File: src/rtl/acc_sequencer_if.sv
// Command and accumulator-control signals between the scheduler/array side
// and acc_sequencer.
interface acc_sequencer_if #(
  parameter int LEN_W = 8
);
  logic             cmd_valid;
  logic             cmd_ready;
  logic [LEN_W-1:0] cmd_len;
  logic [3:0]       cmd_addr;
  logic             col_valid;
  logic             acc_reset;
  logic             store_output;
  logic [3:0]       op_buffer_address;
  logic             busy;
  logic             done;
  logic             beat_err;

  modport master (
    output cmd_valid, cmd_len, cmd_addr, col_valid,
    input  cmd_ready, acc_reset, store_output, op_buffer_address, busy, done, beat_err
  );

  modport slave (
    input  cmd_valid, cmd_len, cmd_addr, col_valid,
    output cmd_ready, acc_reset, store_output, op_buffer_address, busy, done, beat_err
  );
endinterface

File: src/rtl/acc_sequencer.sv
// Control FSM for the Accumulator stage: clears it, counts column-sum beats,
// waits out the adder pipeline, then issues a single store to the output buffer.
module acc_sequencer #(
  parameter int DRAIN_CYCLES = 5,
  parameter int LEN_W        = 8
) (
  input  logic           clk,
  input  logic           rst,
  acc_sequencer_if.slave bus
);

  typedef enum logic [2:0] {
    IDLE,
    CLEAR,
    ACCUM,
    DRAIN,
    STORE
  } state_t;

  state_t           state;
  state_t           state_nxt;
  logic [LEN_W-1:0] remaining;
  logic [3:0]       drain_cnt;
  logic [3:0]       addr_q;
  logic             err_q;
  logic             accept;

  assign accept = bus.cmd_valid && (state == IDLE);

  always_ff @(posedge clk or posedge rst) begin
    if (rst) begin
      state <= IDLE;
    end else begin
      state <= state_nxt;
    end
  end

  // The drain counter is loaded on the transition into DRAIN, so its first
  // DRAIN cycle already holds the full DRAIN_CYCLES count.
  always_ff @(posedge clk or posedge rst) begin
    if (rst) begin
      remaining <= '0;
      drain_cnt <= '0;
      addr_q    <= '0;
      err_q     <= 1'b0;
    end else begin
      if (accept) begin
        remaining <= bus.cmd_len;
        addr_q    <= bus.cmd_addr;
      end else if ((state == ACCUM) && bus.col_valid && (remaining != '0)) begin
        remaining <= remaining - LEN_W'(1);
      end

      if ((state_nxt == DRAIN) && (state != DRAIN)) begin
        drain_cnt <= 4'(DRAIN_CYCLES);
      end else if ((state == DRAIN) && (drain_cnt != 4'd0)) begin
        drain_cnt <= drain_cnt - 4'd1;
      end

      if (accept) begin
        err_q <= 1'b0;
      end else if (bus.col_valid && (state != ACCUM)) begin
        err_q <= 1'b1;
      end
    end
  end

  always_comb begin
    state_nxt        = state;
    bus.cmd_ready    = 1'b0;
    bus.acc_reset    = 1'b0;
    bus.store_output = 1'b0;
    bus.done         = 1'b0;
    bus.busy         = 1'b1;
    case (state)
      IDLE: begin
        bus.cmd_ready = 1'b1;
        bus.busy      = 1'b0;
        if (bus.cmd_valid) begin
          state_nxt = CLEAR;
        end
      end
      CLEAR: begin
        bus.acc_reset = 1'b1;
        state_nxt     = (remaining != '0) ? ACCUM : DRAIN;
      end
      ACCUM: begin
        if (bus.col_valid && (remaining <= LEN_W'(1))) begin
          state_nxt = DRAIN;
        end
      end
      DRAIN: begin
        if (drain_cnt <= 4'd1) begin
          state_nxt = STORE;
        end
      end
      STORE: begin
        bus.store_output = 1'b1;
        bus.done         = 1'b1;
        state_nxt        = IDLE;
      end
      default: begin
        state_nxt = IDLE;
      end
    endcase
  end

  assign bus.op_buffer_address = addr_q;
  assign bus.beat_err          = err_q;

endmodule
File: src/flat_wrapper.sv
// flat-port wrapper written by rule: the top's interface ports become plain ports
module acc_sequencer_flat 
#(
  parameter int DRAIN_CYCLES = 5,
  parameter int LEN_W        = 8
)
  (clk, rst, bus_cmd_valid, bus_cmd_len, bus_cmd_addr, bus_col_valid, bus_cmd_ready, bus_acc_reset, bus_store_output, bus_op_buffer_address, bus_busy, bus_done, bus_beat_err);
  acc_sequencer_if #(.LEN_W(LEN_W)) bus_i ();
  input  logic clk;
  input  logic rst;
  input wire logic [$bits(bus_i.cmd_valid)-1:0] bus_cmd_valid;
  input wire logic [$bits(bus_i.cmd_len)-1:0] bus_cmd_len;
  input wire logic [$bits(bus_i.cmd_addr)-1:0] bus_cmd_addr;
  input wire logic [$bits(bus_i.col_valid)-1:0] bus_col_valid;
  output wire logic [$bits(bus_i.cmd_ready)-1:0] bus_cmd_ready;
  output wire logic [$bits(bus_i.acc_reset)-1:0] bus_acc_reset;
  output wire logic [$bits(bus_i.store_output)-1:0] bus_store_output;
  output wire logic [$bits(bus_i.op_buffer_address)-1:0] bus_op_buffer_address;
  output wire logic [$bits(bus_i.busy)-1:0] bus_busy;
  output wire logic [$bits(bus_i.done)-1:0] bus_done;
  output wire logic [$bits(bus_i.beat_err)-1:0] bus_beat_err;
  assign bus_i.cmd_valid = bus_cmd_valid;
  assign bus_i.cmd_len = bus_cmd_len;
  assign bus_i.cmd_addr = bus_cmd_addr;
  assign bus_i.col_valid = bus_col_valid;
  assign bus_cmd_ready = bus_i.cmd_ready;
  assign bus_acc_reset = bus_i.acc_reset;
  assign bus_store_output = bus_i.store_output;
  assign bus_op_buffer_address = bus_i.op_buffer_address;
  assign bus_busy = bus_i.busy;
  assign bus_done = bus_i.done;
  assign bus_beat_err = bus_i.beat_err;
  acc_sequencer #(.DRAIN_CYCLES(DRAIN_CYCLES), .LEN_W(LEN_W)) u_core (.clk(clk), .rst(rst), .bus(bus_i));
endmodule
File: config.mk
export PLATFORM = sky130hd
export DESIGN_NAME = acc_sequencer_flat
export DESIGN_NICKNAME = d
export VERILOG_FILES = /design/src/rtl/acc_sequencer_if.sv /design/src/rtl/acc_sequencer.sv /design/src/flat_wrapper.sv
export SDC_FILE = /design/constraint.sdc
export NUM_CORES = 1
export LEC_CHECK = 0
export ABC_AREA = 1
export CAP_MARGIN = 20
export CORE_MARGIN = 2
export CORE_UTILIZATION = 51
export DETAILED_ROUTE_END_ITERATION = 10
export PLACE_DENSITY = 0.79
export SLEW_MARGIN = 30
export SYNTH_ARGS = -nofsm -noshare
export SYNTH_HDL_FRONTEND = slang
export SYNTH_SLANG_ARGS = --single-unit
export TNS_END_PERCENT = 10
File: constraint.sdc
create_clock -name clk -period 1.9 [get_ports clk]
set_clock_uncertainty 0.1 [all_clocks]
set_input_delay 0.57 -clock clk [delete_from_list [all_inputs] [get_ports clk]]
set_output_delay 0.57 -clock clk [all_outputs]
set_load 0.02 [all_outputs]
; ---- Word-level counts from Yosys, hierarchy flattened
; Cells that the tools add are included.
[totals]
reg_bits = 20
[classes]
n_addsub = 2
order_cmp = 2
n_eq_ne = 7
n_mux = 15
reduce_logical = 13
[ops]
columns = operator, count
row1 = 2-to-1 mux 8 bit, 2
row2 = one-hot mux 3 bit (4 select lines), 1
row3 = equality test 3 x 2 -> 1 bit (second input constant), 3
row4 = 2-to-1 mux 3 bit, 3
row5 = <= comparator 8 x 1 -> 1 bit (second input constant), 1
row6 = 2-to-1 mux 4 bit, 2
row7 = nonzero test 8 bit, 1
row8 = subtractor 8 x 1 -> 8 bit (second input constant), 1
row9 = logical AND 1 bit, 7
row10 = 2-to-1 mux 1 bit, 7
row11 = inequality test 3 x 2 -> 1 bit (second input constant), 2
row12 = nonzero test 2 bit, 3
row13 = <= comparator 4 x 1 -> 1 bit (second input constant), 1
row14 = nonzero test 4 bit, 1
row15 = subtractor 4 x 1 -> 4 bit (second input constant), 1
row16 = equality test 3 x 1 -> 1 bit (second input constant), 1
row17 = equality test 3 bit (second input constant), 1
row18 = zero test 3 bit, 1

; ---- Depth between registers and ports, before layout
[logic_depth]
word_depth = 7
depth_mapped = 11
mapped_depth_nobuf = 11

; ---- Worst setup path after synthesis
; No wires, ideal clock.
[synth_timing]
path_type = reg2out
startpoint = register u_core.state[1]
endpoint = output port bus_store_output
arrival_time_ns = 1.261
path_slack_ns = -0.031
stages_incl_launch_ff = 3
path_buffers = 1
cell_sequence = dfrtp_1 nor3_1 buf_4
[synth_between]
elab_chain_len = 2
[synth_rtl]
columns = element, line_no
row1 = "start, declared", acc_sequencer.sv:20  ; state_t state;
row2 = "start signal, assigned", acc_sequencer.sv:34  ; state <= state_nxt;
row3 = equality test 3 bit, -
row4 = 2-to-1 mux 1 bit, -
row5 = "end, declared", flat_wrapper.sv:17  ; output wire logic [$bits(bus_i.store_output)-1:0] bus_store_output;
; No other way between the ends.

; ---- Worst setup path in the final report
[layout_timing]
startpoint = register u_core.state[1]
endpoint = output port bus_store_output
[layout_between]
elab_chain_len = 2
[layout_rtl]
columns = element, line_no
row1 = equality test 3 bit, acc_sequencer.sv:75  ; case (state)
row2 = 2-to-1 mux 1 bit, acc_sequencer.sv:75
; No other way between the ends.

==> summary.md <==
| Metric | Value |
|---|---|
| Vias in the first global route | `1200` |
| CTS clk-pin slew, worst paths | `0.12 ns` |
| Post-cts hold buffer count | `0` |
| PwrDens | `1580 nW/µm²` |
| Max Slew Vio Count | `0` |
| Crit-path max FO | `4` |
| CP cell instances | `nor3_2 -> clkbuf_2` |
| Clock Path Buffers | `2` |
| Clk_lat worst skew | `0.32 ns` |
| Total power | `2.77 mW` |
| Synth-to-layout area growth | `31.4%` |
| Final core occ | `0.706` |
| Ys flop type | `dfrtp_1` |
| Via-per-instance ratio | `4.93` |
| Syn_nets | `208` |
| DR iter-0 viols | `27` |
| Yosys reg bits | `20` |
| Slowest stage delay, CP | `0.45 ns` |
| GRT Resource Usage Total | `0.226` |
| Share of post-route cells with drive strength above 1 | `0.197` |
| Number of top-level pins | `26` |
| TritonCTS clock tree | `yes` |
| Standard-cell rows | `18` |
| Asr flop ratio synth | `1.00` |
| Max-slew headroom | `0.829` |
| Global placer's final weighted congestion | `0.845` |
| Final std cells w/o fill | `258` |
| H-tree Lvls | `1` |
| Worst Path Arrival | `1.18 ns` |
| DR vias | `1272` |
| Clock sinks | `20` |
| Synth warn | `0` |
| Max cap viols | `0` |
| Die area | `3030 µm²` |
| Root buf cell | `clkbuf_4` |
| Initial antenna violation count | `0` |
| Largest net degree at the start of global routing | `21` |
| Slew @ Worst Pin | `0.254 ns` |
| CP required | `1.23 ns` |
| Min cycle time layout | `1.85 ns` |
| Mean Syn Cell Area | `7.15 µm²` |
| Worst min-delay path class | `register to register` |
| Unique cell type count in the Yosys netlist | `26` |
| Post-DP HPWL | `2310 µm` |
| Gate Count Post-Synth | `186` |
| Die Height | `55.1 µm` |
| Crit start category | `register` |
| Routed Antenna Nets | `0` |
| # nets final | `251` |
| IO Port Bufs | `25` |
| Final period util | `0.974` |
| Sequential fraction of the synthesis area | `0.376` |
| Worst vdd ir | `1.01 mV` |
| Final WL | `2930 µm` |
| Global-route wire length before repair | `4800 µm` |
| Drt pass-1 iters | `6` |
| GRT Residual Overflow | `0` |
| Core area | `2480 µm²` |
| DR DRC count | `0` |
| Final setup vio count | `0` |
| Ant. Diodes | `0` |
| CTS buffer count | `3` |
| Post-Synthesis Cell Area | `1330 µm²` |
| Drt wl/cell | `11.3 µm` |
| Highest clock rate | `541 MHz` |
| Dpl cells | `252` |
| Status | `completed` |
| CP Capture Type | `primary output` |
| Initial cell density of the core | `0.537` |
| Die W | `55.1 µm` |
| Worst setup path class | `register to primary output` |
| Hold Fails Final Rpt | `0` |
| Slowest cell on crit path | `dfrtp_1` |
| Number of synthesized flops with an enable pin | `0` |
| Static Leak | `0.942 nW` |
## per-stage QoR
| step | instance area, µm² | worst slack (ns) | hold WS (ns) | TNS (ns) |
|---|---|---|---|---|
| after global routing | 1750 | -0.0199 | 0.442 | -0.0215 |
| after floorplan | 1340 | 0.183 | 0.390 | 0 |
| after detailed placement | 1710 | -0.0465 | 0.368 | -0.212 |
| after global placement | 1710 | 0.00743 | 0.364 | 0 |
| final | 1750 | 0.0499 | 0.408 | 0 |
| after CTS | 1740 | -0.0999 | 0.412 | -0.200 |
## synth_stat cells, types with 2 or more instances
cell type  instances  area share
o21ai_0            7       0.026
inv_1             28       0.079
nand3_1           12       0.045
inv_2              4       0.011
nor2_1            17       0.048
nand2_2            3       0.014
nand2_1           62        0.17
dfrtp_1           20        0.38
ha_1               6       0.056
buf_6              3       0.025
nor3_1             3       0.011
a21oi_1            2      0.0075
nor2_2             2      0.0094
o21ai_2            2       0.013
or2_2              2      0.0094
o21ai_1            3       0.011
## worst paths after layout
kind	cells after the start	endpoint	start	slack [ns]
max	2	bus_store_output	u_core.state[1]$_DFF_PP0_	0.05
min	2	u_core.bus.op_buffer_address[2]$_DFFE_PP0P_	u_core.bus.op_buffer_address[2]$_DFFE_PP0P_	0.41
max reg2reg	10	u_core.remaining[5]$_DFFE_PP0P_	u_core.remaining[1]$_DFFE_PP0P_	0.23
min reg2reg	2	u_core.bus.op_buffer_address[2]$_DFFE_PP0P_	u_core.bus.op_buffer_address[2]$_DFFE_PP0P_	0.41
max in group asynchronous	3	u_core.remaining[5]$_DFFE_PP0P_	rst	1.02
min in group asynchronous	3	u_core.bus.op_buffer_address[3]$_DFFE_PP0P_	rst	0.47
## cell type report
| class | count | area, µm² |
|---|---|---|
| fill | 219 | 729 |
| clock inverter | 1 | 30.0 |
| multi-input combinational | 130 | 673 |
| inverter | 32 | 120 |
| timing repair buffer | 42 | 364 |
| tap | 30 | 37.5 |
| sequential | 20 | 500 |
| clock buffer | 3 | 22.5 |
## timing repair
action                                  in CTS  in global routing
endpoints found under the setup margin      10                  4
setup buffers                                0                  2
pin swaps                                    0                  1
gates resized for setup                     19                  7
## cells by family after synthesis
kind of cell / after synthesis / share of synthesized area
and+or+nand+nor: 106 / 0.362
buffers and inverters: 36 / 0.121
DFF: 20 / 0.376
AOI/OAI and AO/OA: 16 / 0.0706
adders and majority gates: 6 / 0.0564
xor gates and xnor gates: 2 / 0.0132
## layout by cell type (no fill, tap or decap), types with 3 or more instances in the layout
| cell | instances |
|---|---|
| nand2_1 | 62 |
| clkdlybuf4s50_1 | 15 |
| o21ai_1 | 3 |
| ha_1 | 6 |
| nand3_1 | 12 |
| nor2_1 | 17 |
| inv_2 | 4 |
| clkbuf_4 | 3 |
| nand2_2 | 3 |
| buf_4 | 18 |
| inv_1 | 28 |
| dlygate4sd2_1 | 5 |
| dfrtp_1 | 20 |
| o21ai_0 | 7 |
## routing by layer
metal	GRT usage	part of all wire
met1	0.251	0.40
met2	0.413	0.53
met3	0.0403	0.053
met4	0.110	0.015
met5	0	0
## sequential cells by signal, indices dropped and copies added (netlist names)
register and flops:
u_core.remaining 8, u_core.bus.beat_err 1, u_core.drain_cnt 4, u_core.bus.op_buffer_address 4, u_core.state 3
## power by group
group          total, mW  leakage, nW  internal [mW]  switching, mW
Sequential         0.778        0.244          0.617          0.161
Clock              0.365       0.0279          0.214          0.151
Combinational       1.62        0.669          0.687          0.937
Total               2.77        0.942           1.52           1.25
## worst max-delay path: cells and delay by family, from the launching register on
family,cells,cell delay [ns]
DFF,1,0.45
and+or+nand+nor,1,0.21
buffers and inverters,1,0.20
(Power assumes the default switching activity.)
